[src/rtl/rv32i_id_ex_stage.sv]
// RV32I decode-to-execute issue stage: decodes the instruction into an ALU op,
// resolves forwarded operands and holds the result in the ID/EX register.
module rv32i_id_ex_stage #(
  parameter logic [31:0] RESET_PC = 32'h0000_0000
) (
  input  logic        clk,
  input  logic        rst_n,
  input  logic        in_valid,
  output logic        in_ready,
  input  logic [31:0] in_pc,
  input  logic [31:0] in_instr,
  input  logic [31:0] rs1_data,
  input  logic [31:0] rs2_data,
  input  logic        fwd_mem_we,
  input  logic [4:0]  fwd_mem_rd,
  input  logic [31:0] fwd_mem_data,
  input  logic        fwd_wb_we,
  input  logic [4:0]  fwd_wb_rd,
  input  logic [31:0] fwd_wb_data,
  input  logic        ex_load_valid,
  input  logic [4:0]  ex_load_rd,
  input  logic        flush,
  output logic        out_valid,
  input  logic        out_ready,
  output logic [4:0]  out_alu_op,
  output logic [31:0] out_alu_a,
  output logic [31:0] out_alu_b,
  output logic [31:0] out_store_data,
  output logic [4:0]  out_rd,
  output logic        out_rd_we,
  output logic [31:0] out_pc,
  output logic        out_is_branch,
  output logic        out_illegal
);

  localparam logic [6:0] OpcOp     = 7'b0110011;
  localparam logic [6:0] OpcOpImm  = 7'b0010011;
  localparam logic [6:0] OpcLui    = 7'b0110111;
  localparam logic [6:0] OpcAuipc  = 7'b0010111;
  localparam logic [6:0] OpcJal    = 7'b1101111;
  localparam logic [6:0] OpcJalr   = 7'b1100111;
  localparam logic [6:0] OpcLoad   = 7'b0000011;
  localparam logic [6:0] OpcStore  = 7'b0100011;
  localparam logic [6:0] OpcBranch = 7'b1100011;

  localparam logic [4:0] AluAdd = 5'b00000;

  logic [6:0]  opcode;
  logic [2:0]  f3;
  logic        f7b;
  logic [6:0]  f7;
  logic [4:0]  rs1_idx;
  logic [4:0]  rs2_idx;
  logic [4:0]  rd_idx;
  logic [31:0] imm_i;
  logic [31:0] imm_s;
  logic [31:0] imm_u;
  logic [31:0] src1;
  logic [31:0] src2;

  logic        uses_rs1;
  logic        uses_rs2;
  logic        hazard;
  logic [4:0]  dec_op;
  logic [31:0] dec_a;
  logic [31:0] dec_b;
  logic        dec_we;
  logic        dec_branch;
  logic        dec_illegal;

  assign opcode  = in_instr[6:0];
  assign f3      = in_instr[14:12];
  assign f7      = in_instr[31:25];
  assign f7b     = in_instr[30];
  assign rs1_idx = in_instr[19:15];
  assign rs2_idx = in_instr[24:20];
  assign rd_idx  = in_instr[11:7];
  assign imm_i   = {{20{in_instr[31]}}, in_instr[31:20]};
  assign imm_s   = {{20{in_instr[31]}}, in_instr[31:25], in_instr[11:7]};
  assign imm_u   = {in_instr[31:12], 12'b0};

  // Operand source priority: youngest producer (EX/MEM) first, then MEM/WB, then regfile.
  function automatic logic [31:0] resolve(input logic [4:0] idx, input logic [31:0] rf);
    if (idx == 5'd0) begin
      return 32'd0;
    end else if (fwd_mem_we && fwd_mem_rd == idx) begin
      return fwd_mem_data;
    end else if (fwd_wb_we && fwd_wb_rd == idx) begin
      return fwd_wb_data;
    end else begin
      return rf;
    end
  endfunction

  assign src1 = resolve(rs1_idx, rs1_data);
  assign src2 = resolve(rs2_idx, rs2_data);

  // Instruction decode into ALU op, operands and control flags.
  always_comb begin
    dec_op      = AluAdd;
    dec_a       = 32'd0;
    dec_b       = 32'd0;
    dec_we      = 1'b0;
    dec_branch  = 1'b0;
    dec_illegal = 1'b0;
    uses_rs1    = 1'b0;
    uses_rs2    = 1'b0;
    unique case (opcode)
      OpcOp: begin
        if (f7 == 7'h00 || f7 == 7'h20) begin
          dec_op   = {1'b0, f7b, f3};
          dec_a    = src1;
          dec_b    = src2;
          dec_we   = 1'b1;
          uses_rs1 = 1'b1;
          uses_rs2 = 1'b1;
        end else begin
          dec_illegal = 1'b1;
        end
      end
      OpcOpImm: begin
        dec_op   = {1'b0, (f3 == 3'b101) ? f7b : 1'b0, f3};
        dec_a    = src1;
        // Shift-immediates take only the 5-bit shamt; the upper imm bits select SRL/SRA.
        dec_b    = (f3 == 3'b001 || f3 == 3'b101) ? {27'd0, in_instr[24:20]} : imm_i;
        dec_we   = 1'b1;
        uses_rs1 = 1'b1;
      end
      OpcLui: begin
        dec_b  = imm_u;
        dec_we = 1'b1;
      end
      OpcAuipc: begin
        dec_a  = in_pc;
        dec_b  = imm_u;
        dec_we = 1'b1;
      end
      OpcJal, OpcJalr: begin
        // ALU produces the link value; target computation lives elsewhere.
        dec_a  = in_pc;
        dec_b  = 32'd4;
        dec_we = 1'b1;
      end
      OpcLoad: begin
        dec_a    = src1;
        dec_b    = imm_i;
        dec_we   = 1'b1;
        uses_rs1 = 1'b1;
      end
      OpcStore: begin
        dec_a    = src1;
        dec_b    = imm_s;
        uses_rs1 = 1'b1;
        uses_rs2 = 1'b1;
      end
      OpcBranch: begin
        if (f3 == 3'b010 || f3 == 3'b011) begin
          dec_illegal = 1'b1;
        end else begin
          dec_op     = {2'b10, f3};
          dec_a      = src1;
          dec_b      = src2;
          dec_branch = 1'b1;
          uses_rs1   = 1'b1;
          uses_rs2   = 1'b1;
        end
      end
      default: dec_illegal = 1'b1;
    endcase
  end

  // Load-use: the loaded value is not forwardable until the load reaches MEM.
  assign hazard = ex_load_valid && (ex_load_rd != 5'd0) &&
                  ((uses_rs1 && rs1_idx == ex_load_rd) || (uses_rs2 && rs2_idx == ex_load_rd));

  assign in_ready = (!out_valid || out_ready) && !hazard && rst_n;

  // ID/EX pipeline register: reset, flush, load, drain to bubble, or hold.
  always_ff @(posedge clk) begin
    if (!rst_n) begin
      out_valid      <= 1'b0;
      out_alu_op     <= 5'd0;
      out_alu_a      <= 32'd0;
      out_alu_b      <= 32'd0;
      out_store_data <= 32'd0;
      out_rd         <= 5'd0;
      out_rd_we      <= 1'b0;
      out_pc         <= RESET_PC;
      out_is_branch  <= 1'b0;
      out_illegal    <= 1'b0;
    end else if (flush) begin
      out_valid <= 1'b0;
    end else if (in_valid && in_ready) begin
      out_valid      <= 1'b1;
      out_alu_op     <= dec_op;
      out_alu_a      <= dec_a;
      out_alu_b      <= dec_b;
      out_store_data <= src2;
      out_rd         <= rd_idx;
      out_rd_we      <= dec_we && (rd_idx != 5'd0);
      out_pc         <= in_pc;
      out_is_branch  <= dec_branch;
      out_illegal    <= dec_illegal;
    end else if (out_ready) begin
      out_valid <= 1'b0;
    end
  end

endmodule

[config.mk]
export PLATFORM = sky130hd
export DESIGN_NAME = rv32i_id_ex_stage
export DESIGN_NICKNAME = d
export VERILOG_FILES = /design/src/rtl/rv32i_id_ex_stage.sv
export SDC_FILE = /design/constraint.sdc
export NUM_CORES = 1
export LEC_CHECK = 0
export BUFFER_PORTS_ARGS = -buffer_cell sky130_fd_sc_hd__buf_4
export CORE_MARGIN = 3
export CORE_UTILIZATION = 43
export DETAILED_ROUTE_END_ITERATION = 6
export PLACE_DENSITY = 0.77
export SYNTH_ARGS = -nofsm -noshare
export SYNTH_HDL_FRONTEND = slang
export SYNTH_SLANG_ARGS = --single-unit
export TNS_END_PERCENT = 5
[constraint.sdc]
create_clock -name clk -period 2.4 [get_ports clk]
set_clock_uncertainty 0.15 [all_clocks]
set_input_delay 0.36 -clock clk [delete_from_list [all_inputs] [get_ports clk]]
set_output_delay 0.36 -clock clk [all_outputs]
set_load 0.01 [all_outputs]
; ---- After elaboration in Yosys (flattened, before gate mapping)
; Index checks and enable logic that the tools add are counted.
[op_classes]
n_eq_ne = 20
n_mux = 28
bitwise = 2
n_reduce_logical = 33
[op_table]
columns = cell, n
row1 = 32-bit 2-to-1 mux, 11
row2 = 32-bit one-hot mux with 7 select lines, 1
row3 = 32-bit one-hot mux with 4 select lines, 1
row4 = 5-bit equality test, 6
row5 = 7-bit by 6-bit equality test with 1-bit output (second input constant), 4
row6 = 7-bit equality test (second input constant), 3
row7 = 5-bit one-hot mux with 3 select lines, 1
row8 = 7-bit by 5-bit equality test with 1-bit output (second input constant), 2
row9 = 1-bit logical AND, 12
row10 = 5-bit zero test, 2
row11 = 5-bit nonzero test, 2
row12 = 1-bit one-hot mux with 3 select lines, 3
row13 = 1-bit 2-to-1 mux, 8
row14 = 7-bit by 2-bit equality test with 1-bit output (second input constant), 1
row15 = 7-bit zero test, 1
row16 = 7-bit OR reduction, 1
row17 = 3-bit by 2-bit equality test with 1-bit output (second input constant), 2
row18 = 2-bit OR reduction, 3
row19 = 3-bit OR reduction, 2
row20 = 6-bit OR reduction, 1
row21 = 1-bit logical OR, 5
row22 = 5-bit 2-to-1 mux, 1
row23 = 4-bit 2-to-1 mux, 1
row24 = 3-bit by 1-bit equality test with 1-bit output (second input constant), 1
row25 = other kinds (6), 8
[word_totals]
regBits = 142
input_bits = 215
word_cells = 93

; ---- Longest topological paths before layout
; Gate-level depths: netlist of run 1.
[depth]
word_depth = 12
depth_mapped = 10
mapped_depth_nobuf = 6

; ---- Worst setup path after synthesis of run 1
; OpenSTA, ideal clock, no wires.
[synth_path]
path_type = in2reg
start = input ex_load_rd[1]
end = register out_alu_b[17]
setup_time_ns = 0.119
arrival_time_ns = 2.237
slack_ns = -0.106
path_stages = 8
cell_sequence = or4_1 > o21ai_2 > nor4_1 > a32o_1 > buf_6 > or3_4 > buf_6 > o221a_1
[synth_between]
elab_chain_len = 9
[synth_lines]
columns = element, line
row1 = start: declaration, 21  ; input logic [4:0] ex_load_rd,
row2 = 5-bit equality test, 174  ; ((uses_rs1 && rs1_idx == ex_load_rd) || (uses_rs2 && rs2_idx == ex_load_rd));
row3 = 1-bit logical AND, 174
row4 = 1-bit logical OR, 174
row5 = 1-bit logical AND *, 173  ; assign hazard = ex_load_valid && (ex_load_rd != 5'd0) &&
row6 = 1-bit zero test *, 176  ; assign in_ready = (!out_valid || out_ready) && !hazard && rst_n;
row7 = 1-bit logical AND * (2 in series), 176
row8 = 1-bit logical AND *, 193  ; end else if (in_valid && in_ready) begin
row9 = 2-bit AND reduction (no line) *, n/a
row10 = end signal: assignment, 184  ; out_alu_b <= 32'd0;
row11 = end signal: assignment, 197  ; out_alu_b <= dec_b;
row12 = end: declaration, 27  ; output logic [31:0] out_alu_b,
; Mark *: on every way between the ends. The rest lies on a longest branch, timed or not.
; A chain may end at the register's enable or synchronous reset.

; ---- Worst setup path in the final report of run 1
[layout_path]
start = input in_instr[19]
end = register out_alu_a[5]
[layout_between]
elab_chain_len = 9
[layout_lines]
columns = element, line
row1 = start: declaration, 11  ; input logic [31:0] in_instr,
row2 = "parallel branches: the longest is 9 deep, another holds 32-bit 2-to-1 mux", n/a
row3 = end signal: assignment, 183  ; out_alu_a <= 32'd0;
row4 = end signal: assignment, 196  ; out_alu_a <= dec_a;
row5 = end: declaration, 26  ; output logic [31:0] out_alu_a,
; Several ways; the timed one is not identified.

==> flow_metrics.py, run 1 <==
metrics = {
    "worst_setup_path": {
        "regToRegSetupSlack_ps": 490,
        "critPathArrivalTime_ps": 2630,
        "crit_fanout": 9,
        "cp-startpoint": "in_instr[19]",
        "crit_path_start_kind": "input port",
        "crit_required_ps": 2630,
        "critPathKind": "input port to flip-flop",
        "timing.rr.start": "out_valid",
        "cp-end-kind": "flip-flop",
    },
    "yosys": {
        "yosysWarningCount": 0,
        "synth-seq-cells": 141,
        "yosysMostFrequentCell": "dfxtp_1",
        "synth_common_cells": "dfxtp_1, o21ai_0, a21oi_1, clkbuf_1, nand3_1",
        "synth_area_leaders": "dfxtp_1, o21ai_0, a21oi_1",
        "ys_seq_area_share_pct": 35.3,
        "async_flop_share_pct": 0,
        "synthFlopType": "dfxtp_1",
        "synth_area_um2": 7990,
        "synth.distinct_cells": 53,
        "syn_avg_cell_area_um2": 8.03,
        "synth_nets": 1210,
        "synth-edff-count": 0,
        "netlist.area_leader.share_pct": 35.3,
        "yosys.area.top_type": "dfxtp_1",
        "synthCells": 995,
    },
    "cts": {
        "cts_sinks": 141,
        "insertion_delay_ps": 430,
        "cts_max_level": 4,
        "clk_pin_slew_ps": 70,
        "clockBufferDepth": 2,
        "cts_made_buffers": 17,
        "cts_tree": "yes",
        "clock-root-buffer": "clkbuf_16",
    },
    "sta": {
        "slew_viol_final": 0,
        "final.setup.tns_ps": -6.55,
        "hold_ws_ps": 43.0,
        "fin_crit_sh_pct": 100,
        "finalWorstSetupSlack_ps": -6.55,
        "hold_viol_final": 0,
        "rsz0062_at_grt": "no",
        "setup_viol_count_final": 1,
        "slew_headroom_pct": 56.6,
        "min_period_ps": 2410,
        "worstMarginPinSlew_ps": 651,
        "fmax_mhz": 416,
    },
    "drt": {
        "wirelength_um": 37900,
        "vias": 10100,
        "dr.pass1.iters": 7,
        "postRouteAntennaNets": 0,
        "drc": 4,
        "wl_per_cell_um": 23.4,
        "first_iter_violations": 962,
        "via_per_inst": 6.25,
    },
    "layout": {
        "fillers": 1549,
        "drive_above_1_share_pct": 42.2,
        "final_util_pct": 68.7,
        "fin_cells": 1624,
        "finalNetCount": 1597,
        "multi_input_area_um2": 4800,
        "area_growth_pct": 55.4,
        "diodes": 0,
        "seq_area_um2": 2820,
    },
    "floorplanning": {
        "num_io_pins": 358,
        "rows": 49,
        "dieArea_um2": 20300,
        "die_h_um": 142,
        "coreArea_um2": 18100,
        "die_width_um": 142,
        "start_util_pct": 44.2,
    },
    "placed_design": {
        "gp_congestion": 0.991,
        "place_inst": 1590,
        "dp_hpwl_um": 29400,
        "io_buffers": 357,
    },
    "power_and_ir_drop": {
        "leakagePower_nw": 5.24,
        "ir_worst_vdd_v": 0.000488,
        "p_per_area_nw_per_um2": 512,
        "power_w": 0.00636,
    },
    "global_route": {
        "antenna_found_initial": 0,
        "grtUsageTotal_pct": 35.6,
        "grt_pass1_wl_um": 55300,
        "grt_pass1_vias": 9490,
        "grt_start_max_net_pins": 58,
        "overflow": 0,
    },
    "outcome": {
        "outcome": "finished, violations left",
        "failed_checks": "DRC, setup timing",
    },
    "hold_path": {
        "hold_path.class": "input port to flip-flop",
        "holdCritStartpoint": "in_pc[16]",
    },
    "flow_run": {
        "cap_violations": 0,
    },
}
[registers in the layout, indices dropped and copies added (netlist names)]
signal / cells
out_rd: 5
out_alu_a: 32
out_valid: 1
out_store_data: 32
out_rd_we: 1
out_alu_b: 32
out_illegal: 1
out_pc: 32
out_alu_op: 5
[report_power, final]
group          total (W)  switching [W]  internal [W]
registers        0.00249      0.0000580       0.00243
clock network    0.00251        0.00115       0.00136
logic            0.00136       0.000685      0.000672
[repair_timing]
item,in CTS,in global routing
setup buffers,2,0
resized for setup,6,8
setup endpoints to repair,1,1
hold buffers,0,0
pin swaps,4,4
[kinds of logic after synthesis]
| logic type | synth area share (%) |
|---|---|
| buffers and inverters | 6.45 |
| flip-flops | 35.3 |
| AO/OA/AOI/OAI | 33.7 |
| AND/OR/NAND/NOR | 19.0 |
| XOR/XNOR | 3.29 |
| multiplexers | 2.25 |
[layout by cell type, fill, tap and decap left out, types with 18 or more instances in the layout]
| master | instances |
|---|---|
| buf_4 | 467 |
| dfxtp_1 | 141 |
| o21ai_0 | 105 |
| a21oi_1 | 93 |
| nand3_1 | 84 |
| nand2_1 | 66 |
| o221a_2 | 42 |
| a31oi_1 | 35 |
| nand4_1 | 34 |
| a32o_1 | 32 |
| nor2_1 | 21 |
| nor3_1 | 20 |
| buf_12 | 20 |
| mux2i_1 | 18 |
[area by class of cell]
type	count	share of cell area, %
clock inverter	14	1.02
tap	229	2.31
clock buffer	18	3.46
inverter	3	0.0907
timing repair buffer	490	31.7
sequential	141	22.7
multi-input combinational	729	38.7
[worst paths after layout]
kind	endpoint	cells past startpoint
max	out_alu_a[5]	11
min	out_pc[16]	3
max reg2reg	out_alu_b[15]	4
min reg2reg	out_store_data[5]	1
[metrics by stage]
stage,cell area (um^2),setup WS (ps)
global route,12400,13.5
floorplan,8000,-71.2
detailed placement,11800,-300
CTS,12400,1.96
global placement,11800,-344
finish,12400,-6.55
[routing by layer]
metal | track usage, % | vias up | wire length [um]
li1 | - | 4591 | -
met4 | 16.3 | 0 | 1840
met3 | 9.68 | 106 | 4530
met5 | 0 | - | 0
met1 | 44.3 | 4780 | 14100
met2 | 57.7 | 671 | 17500
[worst max-delay path, stage by stage]
cell and delay [ps]:
buf_4 120, buf_4 150, xor2_1 160, nor4_2 510
buf_4 210, nand3_2 110, buf_12 200, mux2i_1 120
a21oi_1 330, buf_4 180, o221a_2 170
Power figures use the tool's default switching activity.
==> run 2: changes to the inputs <==
CORE_UTILIZATION = 29   (was 43)
PLACE_DENSITY = default   (was 0.77)
==> flow_metrics.py, run 2 (synthesis gave the netlist of run 1 again) <==
metrics = {
    "floorplanning": {
        "die_h_um": 172,
        "dieArea_um2": 29600,
        "die_width_um": 172,
        "rows": 60,
        "start_util_pct": 29.6,
        "num_io_pins": 358,
        "coreArea_um2": 27000,
    },
    "worst_setup_path": {
        "critical-path-max-stage-delay_ps": 540,
        "crit_fanout": 2,
        "critPathArrivalTime_ps": 1940,
        "path_cells": "buf_6 -> or4_4 -> o21ai_4 -> nor4b_4 -> a32oi_4 -> buf_6 -> and3_4 -> buf_6",
        "crit_top_cell": "buf_6",
        "critPathKind": "input port to primary output",
        "cpMaxStageDelayCell": "or4_4",
        "crit_required_ps": 1890,
        "crit_family": "simple AND/OR/NAND/NOR gates",
        "cp.buffers_inverters": 3,
        "crit_path_start_kind": "input port",
        "cp-end-kind": "primary output",
    },
    "sta": {
        "finalWorstSetupSlack_ps": -47.4,
        "fmax_mhz": 409,
        "hold_viol_final": 0,
        "slew_viol_final": 0,
        "rsz0062_at_grt": "yes",
        "setup_viol_count_final": 1,
        "min_period_ps": 2450,
        "worstMarginPinSlew_ps": 727,
        "fin_crit_sh_pct": 102,
        "slew_headroom_pct": 51.3,
    },
    "placed_design": {
        "dp_hpwl_um": 33700,
        "place_ws_ps": -309,
        "placed_cell_area_um2": 12300,
        "io_buffers": 357,
        "gp_congestion": 0.949,
    },
    "layout": {
        "stdcell_area_um2": 13100,
        "final_common_cell": "buf_4",
        "finalNetCount": 1638,
        "drive_above_1_share_pct": 44.0,
        "layout_common_cells": "buf_4, dfxtp_1, o21ai_0, a21oi_1, nand3_1",
        "seq_area_um2": 2820,
        "area_growth_pct": 63.8,
        "multi_input_area_um2": 4820,
        "fillers": 2705,
    },
    "power_and_ir_drop": {
        "leakagePower_nw": 5.56,
        "p_per_area_nw_per_um2": 506,
        "ir_worst_vdd_v": 0.000374,
    },
    "global_route": {
        "grt_start_max_net_pins": 58,
        "grt_pass1_wl_um": 61400,
        "antenna_found_initial": 3,
        "overflow": 0,
        "grtUsageTotal_pct": 27.4,
        "grt_pass1_vias": 10000,
    },
    "drt": {
        "dr.pass1.iters": 5,
        "vias": 10000,
        "postRouteAntennaNets": 0,
        "wl_per_cell_um": 23.9,
        "via_per_inst": 5.64,
        "first_iter_violations": 1071,
        "drc": 0,
        "wirelength_um": 42400,
    },
    "cts": {
        "clock-root-buffer": "clkbuf_16",
        "clk_pin_slew_ps": 70,
        "cts_tree": "yes",
        "cts_sinks": 141,
        "clockBufferDepth": 2,
        "insertion_delay_ps": 420,
        "cts_made_buffers": 17,
        "cts_max_level": 4,
    },
    "outcome": {
        "outcome": "finished, violations left",
        "failed_checks": "setup timing",
    },
    "flow_run": {
        "cap_violations": 0,
    },
    "hold_path": {
        "hold_path.class": "input port to flip-flop",
    },
}
## run 2: metrics by stage
step	power, W	std cells	setup TNS [ps]	hold slack [ps]	util, %
2_1_floorplan	0.00304	995	-752	344	-
3_3_place_gp	0.00393	1741	-20180	300	45.7
3_5_place_dp	0.00394	1741	-23270	306	45.7
4_1_cts	0.00664	1776	-55.3	32.5	48.3
5_1_grt	0.00684	1778	-96.1	51.4	48.4
6_report	0.00662	1778	-47.4	52.4	48.4
## run 2: area by class of cell
cell class / count / area share [%]
multi-input cells: 729 / 36.8
repair buffers: 531 / 33.8
flip-flops and latches: 141 / 21.6
well taps: 341 / 3.26
clock buffers: 17 / 3.25
clock inverters: 14 / 1.19
inverters: 3 / 0.0861
diodes: 2 / 0.0382
## run 2: path summary, 6_finish.rpt
kind	startpoint	slack [ps]	depth (start not counted)	endpoint
max	ex_load_rd[1]	-50	8	in_ready
min reg2reg	out_store_data[16]	320	1	out_store_data[16]
min	in_pc[23]	50	3	out_pc[23]
max reg2reg	out_valid	460	5	out_alu_op[4]
## run 2: power by group
part	switching, W	internal, W	total, W	leakage, nW
Clock	0.00115	0.00155	0.00269	0.282
Sequential	0.0000602	0.00243	0.00249	1.15
Combinational	0.000717	0.000711	0.00143	4.13
## run 2: layer usage
| metal | part of all wire [%] | vias up | GRT usage (%) | wire length, um |
|---|---|---|---|---|
| met5 | 0.031 | - | 0 | 13 |
| li1 | - | 4687 | - | - |
| met3 | 8.5 | 67 | 6.29 | 3630 |
| met4 | 3.0 | 2 | 8.82 | 1280 |
| met2 | 47 | 500 | 45.4 | 19900 |
| met1 | 41 | 4766 | 35.4 | 17600 |
## run 2: worst register-to-register path: stages, from the launching register on
cell and delay [ps]:
dfxtp_1 310, nand2b_1 130, nand3_1 350, buf_4 310, or4_4 480, a21oi_2 140
## run 2: timing repair
action	4_1_cts	5_1_grt
pin swaps	8	7
cloned	0	0
hold buffers	0	0
endpoints found under the setup margin	1	3
resized for setup	17	6
setup buffers	5	0
